**config.mk**
```make
export PLATFORM = sky130hd
export DESIGN_NAME = mem_io_unit
export DESIGN_NICKNAME = d
export VERILOG_FILES = /design/src/rtl/mem_io_unit.sv
export SDC_FILE = /design/constraint.sdc
export NUM_CORES = 1
export LEC_CHECK = 0
export CORE_UTILIZATION = 45
export CTS_CLUSTER_SIZE = 14
export DETAILED_ROUTE_END_ITERATION = 8
export PLACE_DENSITY = 0.89
export SETUP_SLACK_MARGIN = 0.02
export SLEW_MARGIN = 15
export SYNTH_ARGS = -nofsm -noshare
export SYNTH_HDL_FRONTEND = slang
export SYNTH_SLANG_ARGS = --single-unit
```
**constraint.sdc**
```tcl
create_clock -name clock -period 4.8 [get_ports clock]
set_clock_uncertainty 0.1 [all_clocks]
set_input_delay 1.44 -clock clock [delete_from_list [all_inputs] [get_ports clock]]
set_output_delay 1.44 -clock clock [all_outputs]
set_load 0.03 [all_outputs]
```
**src/rtl/mem_io_unit.sv**
```systemverilog
// Multi-cycle SRAM access unit behind the memory stage: stalls the pipeline per access, returns sign-extended loads.
// Optional last-write forwarding buffer enabled by defining MEM_IO_RAW_BYPASS_EN.
module mem_io_unit #(
  parameter int unsigned WAIT_STATES = 2,
  parameter int unsigned ADDR_W      = 17,
  parameter int unsigned DATA_W      = 12
) (
  input  logic              clock,
  input  logic              reset,
  input  logic              rd_req,
  input  logic              wr_req,
  input  logic              ld_byte,
  input  logic [ADDR_W-1:0] address,
  input  logic [DATA_W-1:0] write_data,
  output logic [DATA_W-1:0] mem_read_data,
  output logic              rd_valid,
  output logic              stall,
  output logic [ADDR_W-1:0] sram_addr,
  output logic [DATA_W-1:0] sram_wdata,
  input  logic [DATA_W-1:0] sram_rdata,
  output logic              sram_ce,
  output logic              sram_oe,
  output logic              sram_we,
  output logic              req_conflict
);

  // state  | meaning
  // IDLE   | waiting for a request; accepts on rd_req/wr_req
  // ACCESS | SRAM strobes asserted, wait_cnt counting down to 0
  // DONE   | single cycle; load result presented, pipeline released
  typedef enum logic [1:0] {IDLE, ACCESS, DONE} state_t;

  localparam logic [3:0] WAIT_LOAD = 4'(WAIT_STATES - 1);

  state_t              state_q;
  logic [3:0]          wait_cnt_q;
  logic [ADDR_W-1:0]   addr_q;
  logic [DATA_W-1:0]   wdata_q;
  logic                is_wr_q;
  logic                byte_q;
  logic [DATA_W-1:0]   rdata_q;
  logic                rd_valid_q;
  logic                conflict_q;
  logic                ce_q, oe_q, we_q;
  logic                byp_hit_d;

  function automatic logic [DATA_W-1:0] sext(input logic [DATA_W-1:0] d, input logic is_byte);
    return is_byte ? {{(DATA_W-8){d[7]}}, d[7:0]} : d;
  endfunction

`ifdef MEM_IO_RAW_BYPASS_EN
  logic              buf_vld_q;
  logic [ADDR_W-1:0] buf_addr_q;
  logic [DATA_W-1:0] buf_data_q;

  assign byp_hit_d = buf_vld_q && rd_req && !wr_req && (address == buf_addr_q);
`else
  assign byp_hit_d = 1'b0;
`endif

  always_ff @(posedge clock) begin
    if (reset) begin
      state_q    <= IDLE;
      wait_cnt_q <= '0;
      addr_q     <= '0;
      wdata_q    <= '0;
      is_wr_q    <= 1'b0;
      byte_q     <= 1'b0;
      rdata_q    <= '0;
      rd_valid_q <= 1'b0;
      conflict_q <= 1'b0;
      ce_q       <= 1'b0;
      oe_q       <= 1'b0;
      we_q       <= 1'b0;
`ifdef MEM_IO_RAW_BYPASS_EN
      buf_vld_q  <= 1'b0;
      buf_addr_q <= '0;
      buf_data_q <= '0;
`endif
    end else begin
      rd_valid_q <= 1'b0;
      case (state_q)
        IDLE: begin
          if (wr_req) begin
            // Write wins a simultaneous request; the read is dropped, not retried.
            addr_q     <= address;
            wdata_q    <= write_data;
            byte_q     <= ld_byte;
            is_wr_q    <= 1'b1;
            wait_cnt_q <= WAIT_LOAD;
            ce_q       <= 1'b1;
            we_q       <= 1'b1;
            state_q    <= ACCESS;
            if (rd_req) conflict_q <= 1'b1;
          end else if (byp_hit_d) begin
`ifdef MEM_IO_RAW_BYPASS_EN
            rdata_q    <= sext(buf_data_q, ld_byte);
`endif
            rd_valid_q <= 1'b1;
            is_wr_q    <= 1'b0;
            state_q    <= DONE;
          end else if (rd_req) begin
            addr_q     <= address;
            wdata_q    <= write_data;
            byte_q     <= ld_byte;
            is_wr_q    <= 1'b0;
            wait_cnt_q <= WAIT_LOAD;
            ce_q       <= 1'b1;
            oe_q       <= 1'b1;
            state_q    <= ACCESS;
          end
        end
        ACCESS: begin
          if (wait_cnt_q == 4'd0) begin
            ce_q    <= 1'b0;
            oe_q    <= 1'b0;
            we_q    <= 1'b0;
            state_q <= DONE;
            if (!is_wr_q) begin
              rdata_q    <= sext(sram_rdata, byte_q);
              rd_valid_q <= 1'b1;
            end
          end else begin
            wait_cnt_q <= wait_cnt_q - 4'd1;
          end
        end
        DONE: begin
`ifdef MEM_IO_RAW_BYPASS_EN
          if (is_wr_q) begin
            buf_vld_q  <= 1'b1;
            buf_addr_q <= addr_q;
            buf_data_q <= wdata_q;
          end
`endif
          state_q <= IDLE;
        end
        default: state_q <= IDLE;
      endcase
    end
  end

  assign stall         = (state_q == ACCESS) || ((state_q == IDLE) && (rd_req || wr_req));
  assign mem_read_data = rdata_q;
  assign rd_valid      = rd_valid_q;
  assign sram_addr     = addr_q;
  assign sram_wdata    = wdata_q;
  assign sram_ce       = ce_q;
  assign sram_oe       = oe_q;
  assign sram_we       = we_q;
  assign req_conflict  = conflict_q;

endmodule

```
# [Word-level counts from Yosys, hierarchy flattened]
# Cells that the tools add are included.
[totals] input_bits=46 elab_cells=65 register_bits=54
[classes] bitwise_logic=3 addsub=1 eq_ne=7 n_reduce_logical=16 muxes=26
[op_table] op="12-bit two-way mux" count=3
[op_table] op="17-bit two-way mux" count=2
[op_table] op="3-bit AND reduction" count=5
[op_table] op="4-bit two-way mux" count=3
[op_table] op="1-bit two-way mux" count=10
[op_table] op="2-bit inequality test (second input constant)" count=5
[op_table] op="4-bit case mux with 2 select lines" count=1
[op_table] op="2-bit two-way mux" count=3
[op_table] op="1-bit case mux with 2 select lines" count=3
[op_table] op="4-bit zero test" count=1
[op_table] op="2-bit case mux with 2 select lines" count=1
[op_table] op="2-bit AND reduction" count=2
[op_table] op="4-bit AND reduction" count=1
[op_table] op="2-bit nonzero test" count=2
[op_table] op="4-bit by 1-bit subtractor with 4-bit output (second input constant)" count=1
[op_table] op="3-bit inequality test (second input constant)" count=1
[op_table] op="1-bit inverter" count=3
[op_table] op="3-bit OR reduction" count=1
[op_table] op="2-bit by 1-bit equality test with 1-bit output (second input constant)" count=1
[op_table] op="2-bit zero test" count=1
[op_table] op="1-bit logical OR" count=2
[op_table] op="1-bit logical AND" count=1

# [Logic depth before layout (Yosys ltp)]
# Gate-level depths: netlist (run 1).
[depth] ltp_word=3 depth_mapped=6

# [Worst setup path before layout (run 1)]
# Ideal clock, no wire load.
[synth_timing] kind="input port to output port" from="input wr_req" to="output stall" path_buffers=0 arrival_ps=1969 required_ps=3260 slack_ps=1291 path_stages=2 path_cell_list="nor3_1 nor2_1"
[synth_between] elab_chain_len=3
[synth_rtl] element="start: declaration" line="11" source="input logic wr_req,"
[synth_rtl] element="1-bit logical OR" line="142" source="assign stall = (state_q == ACCESS) || ((state_q == IDLE) && (rd_req || wr_req));"
[synth_rtl] element="1-bit logical AND" line="142"
[synth_rtl] element="1-bit logical OR" line="142"
[synth_rtl] element="end: declaration" line="17" source="output logic stall,"
# Every way passes these cells.

# [Worst setup path in the final report (run 1)]
[layout_timing] from="input rd_req" to="output stall"
[layout_between] elab_chain_len=3
[layout_rtl] element="start: declaration" line="10" source="input logic rd_req,"
[layout_rtl] element="1-bit logical OR" line="142"
[layout_rtl] element="1-bit logical AND" line="142"
[layout_rtl] element="1-bit logical OR" line="142"
# Every way passes these cells.

==> results of run 1 <==
## logic make-up after synthesis
family          after synthesis  synth area share (%)
buf+inv                      29                 5.747
simple gates                 63                 16.15
flops                        54                 49.66
mux                           4                 1.839
fa+ha+maj                     2                 1.149
compound gates              104                 25.46
## flip-flops by register name (all words and copies together), names as in the netlist
signal         cells
state_q            2
byte_q             1
sram_wdata        12
rd_valid           1
wait_cnt_q         4
mem_read_data     12
sram_oe            1
sram_we            1
sram_addr         17
is_wr_q            1
req_conflict       1
sram_ce            1
## final cells by class
cell class | count | area (um^2)
Timing Repair Buffer | 94 | 930.9
Tap cell | 52 | 65.06
Inverter | 3 | 11.26
Multi-Input combinational cell | 173 | 978.4
Clock buffer | 6 | 72.57
Fill cell | 376 | 1328
Sequential cell | 54 | 1081
Clock inverter | 2 | 37.54
## per-stage QoR
| step | power (mW) | instance area [um^2] | cells | hold WS, ps |
|---|---|---|---|---|
| 4_1_cts | 1.267 | 3177 | 384 | 380.2 |
| 2_1_floorplan | 0.8037 | 2177 | 256 | 364.1 |
| 3_5_place_dp | 0.9675 | 3067 | 376 | 366.5 |
| 5_1_grt | 1.324 | 3177 | 384 | 393.6 |
| 6_report | 1.261 | 3177 | 384 | 376.4 |
| 3_3_place_gp | 0.9566 | 3062 | 376 | 359.6 |
## synthesized netlist by cell type (3+ instances only)
library cell and n:
inv_1 3, o21ai_0 43, clkbuf_1 14, nand3_1 39, a211oi_1 6, nor3_1 3, mux2i_1 4, a31oi_1 4
a21oi_1 46, nor2_1 5, dfxtp_1 54, buf_2 10
## where the power goes
part,switching (mW),internal (mW)
logic,0.246,0.172
registers,0.0380,0.502
clock network,0.147,0.156
## worst max-delay path, delay by kind of cell
family / cells / cell delay (ps)
simple gates: 2 / 510
buf+inv: 2 / 1090
## path summary, 6_finish.rpt
path	to	slack, ps	depth (start not counted)
min	sram_addr[10]	380	2
min reg2reg	sram_addr[10]	380	2
max	stall	210	4
max reg2reg	wait_cnt_q[1]	2750	5
## cells in the final DEF (no fill, tap or decap), types with 2 or more instances in the layout
cell             synthesis  final
o21ai_0                 43     43
o21bai_1                 2      2
or2_2                    2      2
a31oi_1                  4      4
nor3_1                   3      3
buf_4                    1      2
clkdlybuf4s50_1          0     91
nand3_1                 39     39
inv_1                    3      3
nor3b_2                  2      2
nor2_1                   5      4
a211oi_1                 6      6
clkbuf_8                 0      5
a21oi_1                 46     46
ha_1                     2      2
nor2b_1                  2      2
or4_1                    2      2
dfxtp_1                 54     54
mux2i_1                  4      4
## routing by layer
metal | track usage (%) | wire [um]
met2 | 38.41 | 2787
met5 | 0 | 0
met3 | 6.048 | 455
met4 | 6.318 | 53
met1 | 27.98 | 2519
==> results by group, run 1 <==
STA
  • F_max: 218.1 MHz
  • Final Hold Fails: 0
  • Fin. max-slew vios: 0
  • Worst Max-Slew Pin Slew: 976.3 ps
  • Setup TNS: 0 ps
  • Max-slew headroom: 34.91%
  • # setup viols final: 0
  • Tcrit/Tclk final: 95.53%
  • Fin crit period: 4585 ps
  • Final worst slack: 214.7 ps
  • RSZ-0062 raised after global routing: no

Placement
  • Port buffer count: 92
  • Worst slack at placement: 208.7 ps
  • Hpwl dp: 3737 um
  • Routability cong.: 0.7347

Final layout
  • Ratio of cells with drive above 1 in the final layout: 4.819%
  • Nets: 379
  • Ant diodes: 0
  • Fin util: 70.53%
  • P&R area growth vs syn: 45.92%

Clock network
  • Clk_lat worst skew: 300 ps
  • Post-CTS resize count: 0
  • Clock Tree Root: clkbuf_8
  • Htree depth: 2
  • Clock transition at path regs: 90 ps
  • CTS sink cnt: 54
  • Hold buffers post-CTS: 0
  • TritonCTS clock tree: yes
  • CTS Buf Count: 5
  • CTS max path bufs: 2
  • Postcts setup bufs: 0

Synth
  • Ys Warns: 0
  • Mapped Nets: 304
  • Number of synthesized flops with an enable pin: 0
  • Post-Syn Area: 0.002177 mm^2
  • Top post-synthesis cells by area: dfxtp_1 (50%), a21oi_1 (11%), o21ai_0 (9.9%)
  • Leading area contributor after synthesis: dfxtp_1
  • Yosys reg bits: 54
  • Async SR Flop Fraction: 0%
  • Top cell type's share of synthesized area: 49.66%
  • Synth Instances: 256
  • Synth Flop Type: dfxtp_1
  • Part of the Yosys area used for sequential elements: 49.66%
  • Syn avg cell area: 8.504 um^2
  • Synth cell types: 31

Flow run
  • Max cap viols: 0

Die
  • Full die area: 0.005120 mm^2
  • Die height: 71.56 um
  • FP Rows: 24
  • Ports: 93
  • Area of the core: 0.004504 mm^2
  • Initial Utilization: 48.33%
  • Die width: 71.56 um

Route
  • Vias: 2162
  • Vias/cell: 5.630
  • Final ANT Viol Nets: 0
  • Drc violations: 0
  • Starting DRC count in detailed routing: 162
  • TritonRoute pass-1 iters: 4
  • Final WL: 5816 um
  • WL/cell: 15.15 um

Critical path
  • Startpoint Class: primary input
  • Worst Path Required: 3260 ps
  • Crit Path Class: in2out
  • Critical-path top delay cell: clkdlybuf4s50_1
  • Critical path startpoint: rd_req
  • Reg-to-Reg Start: wait_cnt_q[0]
  • Critical-path cell list: clkdlybuf4s50_1, nor3_1, nor2_1, clkdlybuf4s50_1
  • Worst-path fanout max: 6
  • Most common cell on crit path: clkdlybuf4s50_1
  • Worst path max stage delay: 600 ps
  • CP endpoint kind: output port
  • Arrival @ worst endpoint: 3050 ps

Min path
  • HP Class: reg2reg
  • Min-Delay Startpoint: sram_addr[10]

Power and ir drop
  • Pwr Density: 396.9 mW/mm^2
  • Worst IR Drop VDD: 0.0001920 V
  • Leakage power: 1.111 nW

Global routing
  • Vias in the first global route: 1971
  • Largest net degree at the start of global routing: 56
  • Antenna violations before repair: 0
  • First-pass GRT wire length: 9135 um
  • Gr ovfl total: 0
  • GRT Total Usage: 22.44%

Outcome
  • Status: finished clean
Power figures use the tool's default switching activity.
==> inputs of run 2 (changes only) <==
--- a/config.mk
+++ b/config.mk
@@ -6,7 +6,7 @@
 export NUM_CORES = 1
 export LEC_CHECK = 0
 export CORE_UTILIZATION = 45
-export CTS_CLUSTER_SIZE = 14
+export CTS_CLUSTER_SIZE = 20
 export DETAILED_ROUTE_END_ITERATION = 8
 export PLACE_DENSITY = 0.89
 export SETUP_SLACK_MARGIN = 0.02
==> results of run 2 <==
Final layout, timing and power as in run 1 (identical DEF).
